[src/rtl/xcel_conv_compute.sv]
// Naive convolution compute unit for one (input channel, output channel) pair.
// Issues byte reads for IFM/WT, multiply-accumulates a WT_DIM x WT_DIM window, then writes the OFM word.
//
// state     | meaning
// ----------+-------------------------------------------------
// S_IDLE    | waiting for start; latches dims and accumulate
// S_CLR     | clears accumulator for a new output pixel
// S_REQ_IFM | requests IFM byte at current tap
// S_REQ_WT  | requests WT byte at current tap
// S_MAC     | acc += ifm*wt, advances kx/ky
// S_REQ_OFM | reads old OFM partial sum (accumulate mode)
// S_WR_OFM  | writes acc to OFM, advances x/y
// S_DONE    | one-cycle done pulse
module xcel_conv_compute #(
  parameter int DWIDTH    = 8,
  parameter int WT_DIM    = 5,
  parameter int ACC_WIDTH = 32
) (
  input  logic                 clk,
  input  logic                 rst,
  input  logic                 start,
  input  logic [15:0]          ifm_dim,
  input  logic                 accumulate,
  output logic                 idle,
  output logic                 done,
  output logic [31:0]          ifm_addr,
  input  logic [DWIDTH-1:0]    ifm_dout,
  input  logic                 ifm_dout_valid,
  output logic                 ifm_dout_ready,
  output logic [31:0]          wt_addr,
  input  logic [DWIDTH-1:0]    wt_dout,
  input  logic                 wt_dout_valid,
  output logic                 wt_dout_ready,
  output logic [31:0]          ofm_addr0,
  input  logic [ACC_WIDTH-1:0] ofm_dout0,
  input  logic                 ofm_dout0_valid,
  output logic                 ofm_dout0_ready,
  output logic [31:0]          ofm_addr1,
  output logic [ACC_WIDTH-1:0] ofm_din1,
  output logic                 ofm_din1_valid,
  input  logic                 ofm_din1_ready,
  output logic                 ofm_we1
);

  localparam int KW = (WT_DIM > 1) ? $clog2(WT_DIM) : 1;
  localparam int PW = 2 * DWIDTH;
  localparam logic [KW-1:0] K_LAST = KW'(WT_DIM - 1);

  typedef enum logic [2:0] {
    S_IDLE, S_CLR, S_REQ_IFM, S_REQ_WT, S_MAC, S_REQ_OFM, S_WR_OFM, S_DONE
  } state_t;

  state_t                state_q, state_d;
  logic [15:0]           ifm_dim_q, ifm_dim_d;
  logic [15:0]           ofm_dim_q, ofm_dim_d;
  logic                  accum_q, accum_d;
  logic [15:0]           y_q, y_d, x_q, x_d;
  logic [KW-1:0]         ky_q, ky_d, kx_q, kx_d;
  logic [ACC_WIDTH-1:0]  acc_q, acc_d;
  logic [DWIDTH-1:0]     ifm_q, ifm_d, wt_q, wt_d;

  logic signed [PW-1:0]  prod;
  logic [ACC_WIDTH-1:0]  prod_ext;
  logic [31:0]           row_w, col_w;

  assign prod     = $signed(ifm_q) * $signed(wt_q);
  assign prod_ext = {{(ACC_WIDTH-PW){prod[PW-1]}}, prod};

  assign row_w     = 32'(y_q) + 32'(ky_q);
  assign col_w     = 32'(x_q) + 32'(kx_q);
  assign ifm_addr  = row_w * 32'(ifm_dim_q) + col_w;
  assign wt_addr   = 32'(ky_q) * 32'(WT_DIM) + 32'(kx_q);
  assign ofm_addr0 = 32'(y_q) * 32'(ofm_dim_q) + 32'(x_q);
  assign ofm_addr1 = ofm_addr0;
  assign ofm_din1  = acc_q;
  assign ofm_we1   = 1'b1;

  always_ff @(posedge clk or posedge rst) begin
    if (rst) begin
      state_q   <= S_IDLE;
      ifm_dim_q <= '0;
      ofm_dim_q <= '0;
      accum_q   <= 1'b0;
      y_q       <= '0;
      x_q       <= '0;
      ky_q      <= '0;
      kx_q      <= '0;
      acc_q     <= '0;
      ifm_q     <= '0;
      wt_q      <= '0;
    end else begin
      state_q   <= state_d;
      ifm_dim_q <= ifm_dim_d;
      ofm_dim_q <= ofm_dim_d;
      accum_q   <= accum_d;
      y_q       <= y_d;
      x_q       <= x_d;
      ky_q      <= ky_d;
      kx_q      <= kx_d;
      acc_q     <= acc_d;
      ifm_q     <= ifm_d;
      wt_q      <= wt_d;
    end
  end

  always_comb begin
    state_d         = state_q;
    ifm_dim_d       = ifm_dim_q;
    ofm_dim_d       = ofm_dim_q;
    accum_d         = accum_q;
    y_d             = y_q;
    x_d             = x_q;
    ky_d            = ky_q;
    kx_d            = kx_q;
    acc_d           = acc_q;
    ifm_d           = ifm_q;
    wt_d            = wt_q;
    idle            = 1'b0;
    done            = 1'b0;
    ifm_dout_ready  = 1'b0;
    wt_dout_ready   = 1'b0;
    ofm_dout0_ready = 1'b0;
    ofm_din1_valid  = 1'b0;

    case (state_q)
      S_IDLE: begin
        idle = 1'b1;
        if (start) begin
          ifm_dim_d = ifm_dim;
          ofm_dim_d = ifm_dim - 16'(WT_DIM - 1);
          accum_d   = accumulate;
          y_d       = '0;
          x_d       = '0;
          ky_d      = '0;
          kx_d      = '0;
          state_d   = S_CLR;
        end
      end
      S_CLR: begin
        acc_d   = '0;
        state_d = S_REQ_IFM;
      end
      S_REQ_IFM: begin
        ifm_dout_ready = 1'b1;
        if (ifm_dout_valid) begin
          ifm_d   = ifm_dout;
          state_d = S_REQ_WT;
        end
      end
      S_REQ_WT: begin
        wt_dout_ready = 1'b1;
        if (wt_dout_valid) begin
          wt_d    = wt_dout;
          state_d = S_MAC;
        end
      end
      S_MAC: begin
        acc_d   = acc_q + prod_ext;
        state_d = S_REQ_IFM;
        if (kx_q == K_LAST) begin
          kx_d = '0;
          if (ky_q == K_LAST) begin
            ky_d    = '0;
            state_d = accum_q ? S_REQ_OFM : S_WR_OFM;
          end else begin
            ky_d = ky_q + 1'b1;
          end
        end else begin
          kx_d = kx_q + 1'b1;
        end
      end
      S_REQ_OFM: begin
        ofm_dout0_ready = 1'b1;
        if (ofm_dout0_valid) begin
          acc_d   = acc_q + ofm_dout0;
          state_d = S_WR_OFM;
        end
      end
      S_WR_OFM: begin
        ofm_din1_valid = 1'b1;
        if (ofm_din1_ready) begin
          state_d = S_CLR;
          if (x_q == ofm_dim_q - 16'd1) begin
            x_d = '0;
            if (y_q == ofm_dim_q - 16'd1) begin
              y_d     = '0;
              state_d = S_DONE;
            end else begin
              y_d = y_q + 16'd1;
            end
          end else begin
            x_d = x_q + 16'd1;
          end
        end
      end
      S_DONE: begin
        done    = 1'b1;
        state_d = S_IDLE;
      end
      default: state_d = S_IDLE;
    endcase
  end

endmodule

[config.mk]
export PLATFORM = sky130hd
export DESIGN_NAME = xcel_conv_compute
export DESIGN_NICKNAME = d
export VERILOG_FILES = /design/src/rtl/xcel_conv_compute.sv
export SDC_FILE = /design/constraint.sdc
export NUM_CORES = 2
export LEC_CHECK = 0
export CAP_MARGIN = 20
export CORE_MARGIN = 2
export CORE_UTILIZATION = 58
export DETAILED_ROUTE_END_ITERATION = 10
export PLACE_DENSITY_LB_ADDON = 0.1
export SLEW_MARGIN = 40
export SYNTH_ARGS = -nofsm -noshare
export SYNTH_HDL_FRONTEND = slang
export SYNTH_SLANG_ARGS = --single-unit
[constraint.sdc]
create_clock -name clk -period 10 [get_ports clk]
set_input_delay 2 -clock clk [delete_from_list [all_inputs] [get_ports clk]]
set_output_delay 2 -clock clk [all_outputs]
set_load 0.03 [all_outputs]
---- Yosys cells after proc, flatten, opt, wreduce, memory -nomap -nowiden ----
Index checks and enable logic that the tools add are counted.
storage, ports and cells
  bits in registers ....................... 122
  bits of input ports ..................... 72
  output and inout bits ................... 167
  word-level logic and storage cells ...... 92
cells by class
  $add $sub $neg .......................... 13
  multipliers ............................. 4
  equality and inequality tests ........... 18
  mux-type cells .......................... 33
  reduce and logical (&&, ||, !) cells .... 13
operator list
  operator                                            number
  2-to-1 mux 16 bit                                   6
  one-hot mux 32 bit (3 select lines)                 1
  adder 32 bit                                        2
  one-hot mux 16 bit (2 select lines)                 2
  2-to-1 mux 3 bit                                    13
  adder 16 x 3 -> 17 bit                              2
  adder 16 x 1 -> 16 bit, second input constant       2
  adder 32 x 16 -> 32 bit                             1
  adder 32 x 17 -> 32 bit                             1
  == test 16 bit                                      2
  multiplier 16 x 16 -> 32 bit                        1
  multiplier 17 x 16 -> 32 bit                        1
  2-to-1 mux 32 bit                                   1
  one-hot mux 3 bit (8 select lines)                  1
  == test 3 bit, second input constant                6
  multiplier 8 x 8 -> 16 bit                          1
  subtractor 16 x 1 -> 16 bit, second input constant  1
  subtractor 16 x 3 -> 16 bit, second input constant  1
  != test 2 bit, second input constant                7
  one-hot mux 3 bit (2 select lines)                  2
  AND reduction 2 bit                                 5
  adder 6 x 3 -> 7 bit                                1
  adder 3 x 1 -> 3 bit, second input constant         2
  == test 3 x 2 -> 1 bit, second input constant       2
  10 further kinds                                    17

---- Longest topological paths before layout ----
  depth after elaboration ................. 6
  gate-level depth with buffers ........... 31
  gate-level depth less buffers ........... 31

---- Worst setup path before layout ----
Ideal clock, no wire load.
  path type ............................... reg-to-output
  start ................................... register y_q[1]
  end ..................................... output ifm_addr[30]
  arrival time ............................ 7.778 ns
  data required time ...................... 8.000 ns
  slack ................................... 0.222 ns
  cell stages (with the launch flop) ...... 30
  buffers on the path ..................... 2
  path through ............................ dfrtp_1 -> clkbuf_1 -> inv_1 -> fa_1 -> nor2b_1 -> o2111ai_1 -> nor2_1 -> nand2_1 -> nor2_1 -> xnor2_1 -> clkbuf_1 -> nand2_1 -> fa_1 -> fa_1 -> fa_1 -> inv_1 -> fa_1 -> fa_1 -> inv_1 -> fa_1 -> inv_1 -> ha_1 -> a21o_1 -> a21oi_1 -> o21ai_0 -> and3_1 -> a211o_1 -> a32o_1 -> o21a_1 -> o211ai_1
between the ends
  cells in the longest elaborated chain, start to end .. 3
RTL lines
  item                          RTL line  source
  start: declaration            57        logic [15:0] y_q, y_d, x_q, x_d;
  start signal: assignment      96        y_q <= y_d;
  adder 16 x 3 -> 17 bit        69        assign row_w = 32'(y_q) + 32'(ky_q);
  multiplier 17 x 16 -> 32 bit  71        assign ifm_addr = row_w * 32'(ifm_dim_q) + col_w;
  adder 32 x 17 -> 32 bit       71
  end: declaration              26        output logic [31:0] ifm_addr,
Every way passes these cells.

---- Final worst setup path ----
  start ................................... register ky_q[0]
  end ..................................... output ifm_addr[30]
between the ends
  cells in the longest elaborated chain, start to end .. 3
RTL lines
  item                          RTL line  source
  start: declaration            58        logic [KW-1:0] ky_q, ky_d, kx_q, kx_d;
  start signal: assignment      98        ky_q <= ky_d;
  adder 16 x 3 -> 17 bit        69
  multiplier 17 x 16 -> 32 bit  71
  adder 32 x 17 -> 32 bit       71
Every way passes these cells.

==> impl_metrics.env <==
export IMPL_outcome="finished, final reports clean"
export IMPL_hold_violations=0
export IMPL_cts_tree="yes"
export IMPL_gp_congestion=0.914
export IMPL_ys_ff_latch=120
export IMPL_critPathMostFrequentCell="fa_1"
export IMPL_cts_buffers=17
export IMPL_critPathKind="flop to output port"
export IMPL_utilization=0.665
export IMPL_finalNetCount=4448
export IMPL_num_rows=82
export IMPL_totalWireLength_mm=77.7
export IMPL_setup_violations=0
export IMPL_grt_pass1_wl_mm=129
export IMPL_initial_core_util=0.590
export IMPL_insertion_delay_ps=430
export IMPL_dpl_hpwl_mm=62.6
export IMPL_synth_area_sq_mm=0.0297
export IMPL_cp_arrival_ps=7950
export IMPL_cts_root_buffer="clkbuf_16"
export IMPL_drt_pass1_iter_count=6
export IMPL_tightest_slew_ps=790
export IMPL_synth_area_per_cell_sq_um=8.63
export IMPL_viasPerCell=5.56
export IMPL_die_h_microns=230
export IMPL_drive_gt1_frac=0.0697
export IMPL_die_w_microns=230
export IMPL_slew_viol_final=0
export IMPL_antenna_found_initial=0
export IMPL_overflow=0
export IMPL_rsz0062_at_grt="yes"
export IMPL_rrSetupSlack_ps=1950
export IMPL_ys_flop_type="dfrtp_1"
export IMPL_core_area_sq_mm=0.0504
export IMPL_hold_class="flop to flop"
export IMPL_drt_iter0_drc=1544
export IMPL_clk_pin_slew_ps=70
export IMPL_synth_cell_types=68
export IMPL_drc_errors=0
export IMPL_fin_crit_sh=0.995
export IMPL_diodes=0
export IMPL_crit_fanout=5
export IMPL_clock_skew_ps=14.1
export IMPL_clock_sinks=120
export IMPL_end_kind="output port"
export IMPL_num_vias=23771
export IMPL_ys_async_sr_fraction=1.00
export IMPL_crit_slowest_cell="fa_1"
export IMPL_critPathRequiredTime_ps=8000
export IMPL_grt_max_degree=69
export IMPL_ys_seq_area_frac=0.101
export IMPL_grt_use_total=0.302
export IMPL_wire_per_inst_microns=18.2
export IMPL_cap_violations=0
export IMPL_num_fill_cells=4103
export IMPL_htreeDepth=4
export IMPL_drtAntennaViolNets=0
export IMPL_ys_warnings_count=0
export IMPL_max_slew_margin=0.468
export IMPL_area_growth_synth_to_final_pct=12.8
export IMPL_min_period_ps=9950
export IMPL_io_buffers=211
export IMPL_ctsLongestPathBuffers=2
export IMPL_grt_pass1_vias=25294
export IMPL_critPathLaunchType="flop"
export IMPL_max_freq_ghz=0.100
export IMPL_synth_edff_count=0
export IMPL_cpPeakStageDelay_ps=570
export IMPL_fp_dieArea_sq_mm=0.0531
export IMPL_syn_inst=3443
export IMPL_num_io_pins=239
[worst max-delay path, delay by kind of cell (launching register included)]
kind / cells / cell delay [ps]
AOI/OAI and AO/OA: 8 / 1660
xor gates and xnor gates: 1 / 170
adders and majority gates: 9 / 3770
buffers and inverters: 9 / 950
DFF: 1 / 370
and+or+nand+nor: 5 / 620
[area by class of cell]
| class | instances | area (sq um) | area share |
|---|---|---|---|
| Clock inverter | 15 | 153 | 0.00456 |
| Timing Repair Buffer | 299 | 2890 | 0.0861 |
| Inverter | 692 | 2600 | 0.0777 |
| Tap cell | 672 | 841 | 0.0251 |
| Sequential cell | 120 | 3000 | 0.0896 |
| Multi-Input combinational cell | 2459 | 23600 | 0.704 |
| Clock buffer | 17 | 425 | 0.0127 |
[final timing paths]
| kind | to | depth (start not counted) | start |
|---|---|---|---|
| hold reg to reg | ofm_din1[12] | 2 | ofm_din1[12] |
| setup reg to reg | ofm_din1[31] | 27 | ifm_q[5] |
| hold / removal | ofm_din1[12] | 2 | ofm_din1[12] |
| min in group asynchronous | ofm_din1[30] | 2 | rst |
| max in group asynchronous | y_q[11] | 3 | rst |
| setup / recovery | ifm_addr[30] | 32 | ky_q[0] |
[kinds of logic (layout without fill, tap and decap cells)]
| group | Yosys count | after routing | synth area share |
|---|---|---|---|
| AO/OA/AOI/OAI | 391 | 391 | 0.0848 |
| XOR/XNOR | 177 | 177 | 0.0559 |
| adder cells (fa/ha/maj) | 787 | 787 | 0.456 |
| buffers and inverters | 889 | 1023 | 0.120 |
| flip-flops | 120 | 120 | 0.101 |
| multiplexers | 37 | 37 | 0.0139 |
| other | 2 | 27 | 0.000253 |
| AND/OR/NAND/NOR | 1040 | 1040 | 0.168 |
[Yosys cell counts (all sizes together) (14+ instances only)]
| master | number | share of area |
|---|---|---|
| nand2 | 466 | 0.059 |
| and2 | 239 | 0.050 |
| a21oi | 101 | 0.017 |
| nand3 | 36 | 0.0061 |
| inv | 692 | 0.087 |
| ha | 294 | 0.12 |
| nor2 | 126 | 0.016 |
| buf | 74 | 0.017 |
| nand2b | 25 | 0.0053 |
| dfrtp | 120 | 0.10 |
| o21ai | 98 | 0.017 |
| mux2 | 33 | 0.013 |
| xnor2 | 122 | 0.036 |
| clkbuf | 123 | 0.016 |
| nor2b | 28 | 0.0059 |
| nor3 | 33 | 0.0057 |
| o21a | 17 | 0.0043 |
| fa | 493 | 0.33 |
| and3 | 19 | 0.0040 |
| a21o | 53 | 0.013 |
| or3 | 14 | 0.0029 |
| xor2 | 47 | 0.014 |
[sequential cells by signal, summed over array words and instances (netlist names)]
signal     flops
ifm_q          8
wt_q           8
y_q           16
kx_q           3
ofm_dim_q     14
ky_q           3
x_q           16
accum_q        1
ifm_dim_q     16
state_q        3
ofm_din1      32
[cells in the final DEF (no fill, tap or decap), types with 10 or more instances in the layout]
master and count:
and2_1 236, nand2_1 464, a21oi_1 93, clkdlybuf4s50_1 190, o21bai_1 12, o21a_1 17, xnor2_1 116, mux2_2 33
nor3_1 31, ha_1 284, buf_4 92, clkbuf_16 19, nor2_1 124, nand4_1 13, or3_1 14, conb_1 27
inv_1 686, nor2b_1 27, a21o_1 53, a31oi_1 12, dfrtp_1 120, nand2b_1 25, xor2_1 46, nand3_1 34
and3_1 18, o21ai_0 94, a22o_1 11, o211ai_1 10, fa_1 488
[what timing repair did]
item,CTS,global route
buffers inserted,7,8
resized for setup,26,50
pin swaps,10,43
hold buffers,0,0
endpoints found under the setup margin,9,12
[layer usage]
layer | part of all wire | up-vias | routed length [microns] | global-route usage
met3 | 0.059 | 167 | 4590 | 0.0347
met5 | 0 | - | 0 | 0
met4 | 0.035 | 0 | 2680 | 0.0970
met1 | 0.42 | 11888 | 32700 | 0.407
li1 | - | 10840 | - | -
met2 | 0.49 | 876 | 37700 | 0.512
[per-stage QoR]
stage | setup slack, ps | area (sq um) | hold slack [ps] | cells | TNS (ps)
after floorplan | 222 | 29800 | 481 | 3468 | 0
after global placement | 280 | 32400 | 500 | 4228 | 0
after detailed placement | 64.3 | 32500 | 500 | 4228 | 0
after CTS | 14.0 | 33200 | 522 | 4266 | 0
after global routing | -195 | 33500 | 548 | 4274 | -540
final | 48.4 | 33500 | 518 | 4274 | 0
Power is left out: the tool's default activity adds up to more than one toggle a clock period on the data nets, which glitch-free logic cannot reach.
